**src/rtl/output_tile_sched.sv**
```systemverilog
// Tile sequencer for the 4x4 threshold/address datapath: kicks one tile at a time,
// waits for calc_done, then streams the four 32-bit row words to SRAM over req/ack.
module output_tile_sched (
  input  logic         clk,
  input  logic         n_rst,
  input  logic         start,
  input  logic [15:0]  pitch,
  input  logic [7:0]   tiles_x,
  input  logic [7:0]   tiles_y,
  input  logic         calc_done,
  input  logic [127:0] calc_data,
  input  logic [31:0]  calc_addr,
  input  logic         sram_ack,
  output logic         calc_en,
  output logic [31:0]  addr_calc_addr,
  output logic         sram_wen,
  output logic [31:0]  sram_waddr,
  output logic [31:0]  sram_wdata,
  output logic         busy,
  output logic         done
);

  typedef enum logic [2:0] {IDLE, KICK, RUN, WRITE, NEXT, FIN} state_t;

  state_t      state;
  logic [15:0] pitch_q;
  logic [7:0]  tx_q;
  logic [7:0]  ty_q;
  logic [7:0]  col;
  logic [7:0]  row;
  logic [31:0] row_base;
  logic [1:0]  k;

  logic [31:0] pitch_ext;
  logic [31:0] pitch4_ext;
  logic [31:0] row_base_nxt;
  logic [1:0]  k_nxt;
  logic        last_col;
  logic        last_row;

  always_comb begin
    pitch_ext    = {16'd0, pitch_q};
    pitch4_ext   = {14'd0, pitch_q, 2'b00};
    row_base_nxt = row_base + pitch4_ext;
    k_nxt        = k + 2'd1;
    last_col     = (col == tx_q - 8'd1);
    last_row     = (row == ty_q - 8'd1);
    // Enable drops the cycle done is seen so the datapath does not re-arm from IDLE.
    calc_en      = (state == KICK) || ((state == RUN) && !calc_done);
  end

  always_ff @(posedge clk or negedge n_rst) begin
    if (!n_rst) begin
      state          <= IDLE;
      pitch_q        <= '0;
      tx_q           <= '0;
      ty_q           <= '0;
      col            <= '0;
      row            <= '0;
      row_base       <= '0;
      k              <= '0;
      addr_calc_addr <= '0;
      sram_wen       <= 1'b0;
      sram_waddr     <= '0;
      sram_wdata     <= '0;
      busy           <= 1'b0;
      done           <= 1'b0;
    end else begin
      done <= 1'b0;
      case (state)
        IDLE: begin
          if (start) begin
            pitch_q        <= pitch;
            tx_q           <= tiles_x;
            ty_q           <= tiles_y;
            col            <= '0;
            row            <= '0;
            row_base       <= '0;
            addr_calc_addr <= '0;
            busy           <= 1'b1;
            if ((tiles_x == 8'd0) || (tiles_y == 8'd0)) begin
              state <= FIN;
              done  <= 1'b1;
            end else begin
              state <= KICK;
            end
          end
        end
        KICK: state <= RUN;
        RUN: begin
          if (calc_done) begin
            k          <= '0;
            sram_waddr <= calc_addr;
            sram_wdata <= calc_data[31:0];
            sram_wen   <= 1'b1;
            state      <= WRITE;
          end
        end
        WRITE: begin
          if (sram_ack) begin
            if (k != 2'd3) begin
              k          <= k_nxt;
              sram_waddr <= sram_waddr + pitch_ext;
              sram_wdata <= calc_data[{k_nxt, 5'd0} +: 32];
            end else begin
              sram_wen <= 1'b0;
              state    <= NEXT;
            end
          end
        end
        NEXT: begin
          if (last_col && last_row) begin
            state <= FIN;
            done  <= 1'b1;
          end else if (!last_col) begin
            col            <= col + 8'd1;
            addr_calc_addr <= addr_calc_addr + 32'd4;
            state          <= KICK;
          end else begin
            col            <= '0;
            row            <= row + 8'd1;
            row_base       <= row_base_nxt;
            addr_calc_addr <= row_base_nxt;
            state          <= KICK;
          end
        end
        FIN: begin
          busy  <= 1'b0;
          state <= IDLE;
        end
        default: state <= IDLE;
      endcase
    end
  end

endmodule

```
**config.mk**
```make
export PLATFORM = sky130hd
export DESIGN_NAME = output_tile_sched
export DESIGN_NICKNAME = d
export VERILOG_FILES = /design/src/rtl/output_tile_sched.sv
export SDC_FILE = /design/constraint.sdc
export NUM_CORES = 1
export LEC_CHECK = 0
export BUFFER_PORTS_ARGS = -buffer_cell sky130_fd_sc_hd__buf_2
export CORE_MARGIN = 4
export CORE_UTILIZATION = 45
export CTS_CLUSTER_SIZE = 28
export DETAILED_ROUTE_END_ITERATION = 8
export PLACE_DENSITY = 0.74
export SYNTH_ARGS = -nofsm -noshare
export SYNTH_HDL_FRONTEND = slang
export SYNTH_SLANG_ARGS = --single-unit
```
**constraint.sdc**
```tcl
create_clock -name clk -period 6.6 [get_ports clk]
set_clock_uncertainty 0.1 [all_clocks]
set_input_delay 0.33 -clock clk [delete_from_list [all_inputs] [get_ports clk]]
set_output_delay 0.33 -clock clk [all_outputs]
set_load 0.005 [all_outputs]
```
==> results by group, run 1 <==
Timing
  • Final WS setup: 2.87 ns
  • Unrepaired setup endpoints after global routing: no
  • Setup violators final: 0
  • Highest Clock Rate: 268 MHz
  • Final period util: 0.565
  • Post-layout min period: 3.73 ns
  • Worst-Margin Slew: 1.14 ns
  • Final Max Tran Viols: 0
  • Post-route setup TNS: 0 ns
  • Max_slew headroom: 0.229
  • Fin. Hold Viols: 0

Clock tree
  • Clock slew at reported path FFs: 0.07 ns
  • CTS Buf Count: 17
  • # H-tree levels: 4
  • Clock sink total: 181
  • CTS tree: done
  • Max clock buf depth: 2
  • Post-CTS Resized: 0
  • CTS root buf: clkbuf_16
  • Clock Latency Late Sink: 0.43 ns

Yosys
  • Seq/Total Area, Yosys: 0.387
  • Mapped Area: 11700 sq um
  • Mapped Nets: 1634
  • Yosys top cell area share: 0.387
  • Post-synth top flop: dfrtp_1
  • Register bit total from synthesis: 181
  • Asr flop ratio synth: 1.00
  • Number of synthesized flops with an enable pin: 0
  • Distinct cell type count after synthesis: 80
  • Syn. warnings: 0
  • Cell taking the most area after synthesis: dfrtp_1
  • Synth top area cells: dfrtp_1 (39%), nand2_1 (7.2%), a21oi_1 (4.3%)
  • Cell count after synthesis: 1397
  • Avg Inst Size Synth: 8.38 sq um

Critical path
  • RR Startpoint: tx_q[0]$_DFFE_PN0P_
  • Crit start category: flip-flop
  • Worst EP arrival: 3.95 ns
  • Critical path type: reg -> reg
  • Crit end category: flip-flop
  • Worst reg2reg endpoint: row_base[30]$_DFFE_PN0P_
  • Crit-path max FO: 21
  • Reg2Reg Setup Slack: 2.87 ns
  • Critical Path RT: 6.82 ns
  • R2R depth: 8

Hold path
  • Worst Hold Depth: 3
  • Hold Path Class: in -> reg
  • Hold Path Origin: tiles_y[5]
  • Min-Delay Endpoint: ty_q[5]$_DFFE_PN0P_

Final layout
  • Post-Route Utilization: 0.555
  • Most frequent cells in the layout: buf_2 (295), nand2_1 (223), dfrtp_1 (181)
  • Area grow syn2layout: 20.3%
  • Layout cell share with drive strength beyond 1: 0.236
  • Layout Nets: 1899
  • Commonest non-fill, non-tap cell in the layout: buf_2

Routing
  • DRT Pass-1 Iters: 5
  • WL/cell: 18.9 um
  • Remaining DRCs: 0
  • Final wirelength: 37.9 mm
  • Post-DRT Antenna Nets: 0
  • Vias per cell: 5.87
  • DRT iter0 DRCs: 1073
  • Via count: 11800

Global route
  • First-pass GRT wire length: 59.7 mm
  • Largest net degree at the start of global routing: 118
  • All-Layer GR Usage: 0.256
  • Initial antenna violation count: 1
  • Gr ovfl total: 0
  • Number of global-route vias before repair: 11000

Power
  • P_leak: 6.65 nW
  • VDD IR max: 0.442 mV
  • PwrDens: 453 nW/um^2

Die
  • IO Pins: 297
  • Core area: 25400 sq um
  • Initial core utilization: 0.461
  • DIE AREA: 28700 sq um
  • Cell Rows: 58
  • Die Wd: 169 um
  • Die Y: 169 um

Run status
  • Outcome: complete, no violations

Placement
  • Final Wtd Congestion: 0.955
  • Pre-CTS WS: 2.93 ns
  • Buffers added on ports: 296
  • Post-DP HPWL: 28.1 mm

Job
  • Maxcap violations: 0
-- power breakdown --
group | total, mW | internal [mW] | switching (mW)
clock | 0.967 | 0.498 | 0.468
combinational | 3.41 | 1.38 | 2.02
sequential | 2.01 | 1.54 | 0.476
total | 6.39 | 3.42 | 2.97
-- metal layers --
metal	GRT usage	share of wire	vias to the layer above
met3	0.0380	0.056	47
met1	0.357	0.44	5689
met2	0.422	0.49	406
met5	0	0	-
li1	-	-	5621
met4	0.0623	0.018	0
-- state kept, by name, summed over array words and instances (netlist names) --
signal          flops
state               3
addr_calc_addr     31
sram_wdata         32
ty_q                8
pitch_q            16
sram_waddr         32
busy                1
sram_wen            1
col                 8
k                   2
done                1
tx_q                8
row                 8
row_base           30
-- synth_stat cells, types with 24 or more instances --
cell type	count
a21o_1	26
a21oi_1	101
a22oi_1	35
clkbuf_1	53
dfrtp_1	181
ha_1	38
inv_1	26
mux2_2	32
nand2_1	225
nand3_1	63
nand4_1	25
nor2_1	110
nor3_1	35
o21ai_0	95
xnor2_1	39
xor2_1	24
-- per-stage QoR --
step | cell area, sq um | hold slack (ns) | std cells | power (mW)
floorplan | 11700 | -0.0656 | 1397 | 4.28
global placement | 13400 | 0.354 | 1960 | 5.29
detailed placement | 13400 | 0.365 | 1960 | 5.39
CTS | 14100 | 0.000412 | 2004 | 6.38
global route | 14100 | 0.0121 | 2005 | 6.88
finish | 14100 | 0.0186 | 2005 | 6.39
-- critical path, stage by stage, from the launching register on --
cell and delay [ns]:
dfrtp_1 0.43, inv_1 0.09, ha_1 0.19, or3b_1 0.41
a221o_1 0.36, a21oi_1 0.61, and4_1 0.91, nor2_2 0.23
a22o_1 0.29
-- worst max path at each step --
stage                         startpoint                          to  slack [ns]
6_report             tx_q[0]$_DFFE_PN0P_    row_base[30]$_DFFE_PN0P_        2.87
5_1_grt              tx_q[0]$_DFFE_PN0P_    row_base[30]$_DFFE_PN0P_        2.68
4_1_cts              tx_q[0]$_DFFE_PN0P_    row_base[30]$_DFFE_PN0P_        2.93
3_5_place_dp         tx_q[0]$_DFFE_PN0P_    row_base[30]$_DFFE_PN0P_        2.93
3_3_place_gp         tx_q[0]$_DFFE_PN0P_    row_base[30]$_DFFE_PN0P_        3.04
2_1_floorplan  sram_waddr[0]$_DFFE_PN0P_  sram_waddr[26]$_DFFE_PN0P_        3.83
-- final cells by class --
type | instances | area, sq um
well taps | 330 | 413
repair buffers | 323 | 1730
fillers | 2351 | 11300
clock inverters | 12 | 98.8
inverters | 26 | 97.6
flip-flops and latches | 181 | 4530
clock buffers | 19 | 443
diodes | 1 | 2.50
multi-input cells | 1113 | 6790
-- kinds of logic (layout without fill, tap and decap cells) --
| kind of cell | count (synthesis) | in the layout | share of synthesized area |
|---|---|---|---|
| AOI/OAI and AO/OA | 402 | 402 | 0.224 |
| xor gates and xnor gates | 63 | 63 | 0.0471 |
| adders and majority gates | 40 | 40 | 0.0440 |
| DFF | 181 | 181 | 0.387 |
| muxes | 37 | 37 | 0.0350 |
| buffers and inverters | 103 | 380 | 0.0355 |
| and+or+nand+nor | 571 | 571 | 0.228 |
| other | 0 | 1 | 0 |
-- timing repair --
item | in CTS | in global routing
setup buffers | 0 | 0
hold buffers | 13 | 0
endpoints found under the hold margin | 74 | 0
No activity file was read; power rests on OpenSTA's default activity.
==> run 2, diff against run 1 <==
==> constraint.sdc (replaced) <==
create_clock -name clk -period 3.5 [get_ports clk]
set_clock_uncertainty 0.1 [all_clocks]
set_input_delay 0.175 -clock clk [delete_from_list [all_inputs] [get_ports clk]]
set_output_delay 0.175 -clock clk [all_outputs]
set_load 0.005 [all_outputs]
==> results by group, run 2 (same netlist as run 1, synthesis figures left out) <==
Run status
  • Outcome: complete, no violations

Die
  • Core area: 25400 sq um
  • Cell Rows: 58
  • IO Pins: 297
  • Die Wd: 169 um
  • DIE AREA: 28700 sq um
  • Die Y: 169 um
  • Initial core utilization: 0.461

Critical path
  • Worst Setup SP: pitch_q[0]$_DFFE_PN0P_
  • Crit end category: flip-flop
  • Worst EP arrival: 3.38 ns
  • Crit-path max FO: 7
  • Crit start category: flip-flop
  • RR Startpoint: pitch_q[0]$_DFFE_PN0P_
  • Critical path type: reg -> reg
  • Critical Path RT: 3.74 ns

Final layout
  • Post-Route Utilization: 0.593
  • Layout cell share with drive strength beyond 1: 0.238
  • Regs by FF count: sram_waddr: 32 flops, sram_wdata: 32 flops, addr_calc_addr: 31 flops
  • Filler instances: 2255
  • Multi-input gate area: 6790 sq um
  • Commonest non-fill, non-tap cell in the layout: buf_2
  • FF+latch area: 4530 sq um
  • Layout Nets: 1996
  • Area grow syn2layout: 28.6%
  • Most frequent cells in the layout: buf_2 (295), nand2_1 (223), dfrtp_1 (181)
  • Design area: 15100 sq um

Clock tree
  • CTS Buf Count: 17
  • # H-tree levels: 4
  • Max clock buf depth: 2
  • Clock Latency Late Sink: 0.43 ns
  • CTS tree: done
  • Clock slew at reported path FFs: 0.08 ns
  • Clock sink total: 181
  • CTS root buf: clkbuf_16
  • Post-CTS Setup Bufs: 0

Placement
  • DP Area: 13600 sq um
  • Final Wtd Congestion: 0.985
  • Buffers added on ports: 296
  • Post-DP HPWL: 29.3 mm

Routing
  • DRT Pass-1 Iters: 6
  • DRT iter0 DRCs: 1143
  • Vias per cell: 5.81
  • Post-DRT Antenna Nets: 0
  • Remaining DRCs: 0
  • Final wirelength: 39.5 mm
  • WL/cell: 18.8 um
  • Via count: 12200

Global route
  • Number of global-route vias before repair: 11900
  • Initial antenna violation count: 0
  • First-pass GRT wire length: 62.7 mm
  • All-Layer GR Usage: 0.267
  • Largest net degree at the start of global routing: 87
  • Gr ovfl total: 0

Power
  • Total Power: 12.4 mW
  • P_leak: 7.11 nW
  • PwrDens: 821 nW/um^2
  • VDD IR max: 0.483 mV

Timing
  • Post-layout min period: 3.14 ns
  • Final period util: 0.898
  • Setup violators final: 0
  • Worst-Margin Slew: 0.831 ns
  • Post-route setup TNS: 0 ns
  • Unrepaired setup endpoints after global routing: no
  • Highest Clock Rate: 318 MHz
  • Max_slew headroom: 0.446
  • Fin. Hold Viols: 0
  • Final Max Tran Viols: 0

Job
  • Maxcap violations: 0

Hold path
  • Hold Path Class: in -> reg
  • Hold Path Origin: calc_addr[31]
[run 2: cell types whose count changed in the layout (fill, tap and decap cells not counted)]
| cell | before | now |
|---|---|---|
| clkinv_2 | 2 | 0 |
| clkbuf_8 | 2 | 3 |
| dlygate4sd3_1 | 13 | 85 |
| buf_4 | 14 | 38 |
| bufinv_16 | 0 | 1 |
| buf_12 | 0 | 1 |
| o21ai_1 | 4 | 3 |
| clkbuf_1 | 1 | 0 |
| o21ai_0 | 94 | 95 |
| clkinvlp_4 | 3 | 2 |
| inv_6 | 2 | 5 |
[run 2: cell type report]
class	count	share of cell area
multi-input combinational	1113	0.451
sequential	181	0.301
timing repair buffer	420	0.176
clock buffer	19	0.0301
tap	330	0.0274
clock inverter	13	0.00913
inverter	26	0.00648
antenna	1	0.000166
[run 2: worst paths after layout]
path	end	slack, ns	cells past startpoint
min reg2reg	sram_wen$_DFFE_PN0P_	0.38	2
max	sram_waddr[20]$_DFFE_PN0P_	0.36	10
max in group asynchronous	row_base[17]$_DFFE_PN0P_	2.16	3
min in group asynchronous	sram_waddr[21]$_DFFE_PN0P_	0.22	2
min	sram_waddr[31]$_DFFE_PN0P_	0.02	4
max reg2reg	sram_waddr[20]$_DFFE_PN0P_	0.36	10
[run 2: layer usage]
layer / GRT usage / part of all wire / routed length (um)
met5: 0 / 0 / 0
met2: 0.447 / 0.48 / 19000
met1: 0.360 / 0.43 / 17200
met4: 0.0795 / 0.025 / 982
met3: 0.0429 / 0.059 / 2320
[run 2: critical path: stages (launching register included)]
cell and delay, ns:
dfrtp_1 0.39, ha_1 0.21, inv_1 0.06, fa_1 0.39
nor2b_1 0.21, o31a_1 0.21, o21a_1 0.28, a2111oi_2 0.12
nor3_1 0.63, a311oi_1 0.18, a311oi_1 0.27
[run 2: per-stage QoR]
step           instances  setup slack [ns]  hold slack, ns
5_1_grt             2102            0.0361          0.0189
4_1_cts             2102             0.396         0.00513
3_3_place_gp        1985             0.529           0.176
2_1_floorplan       1397             0.732          -0.221
3_5_place_dp        1985             0.401           0.173
6_report            2103             0.358          0.0174
[run 2: repair_timing]
action | 4_1_cts | 5_1_grt
hold buffers | 85 | 0
endpoints found under the hold margin | 166 | 0
gates resized for setup | 0 | 0
[run 2: where the power goes]
group | internal (mW) | switching, mW | total, mW | leakage [nW]
Combinational | 2.74 | 3.88 | 6.62 | 4.51
Sequential | 2.90 | 0.898 | 3.80 | 2.31
Clock | 1.04 | 0.905 | 1.95 | 0.285
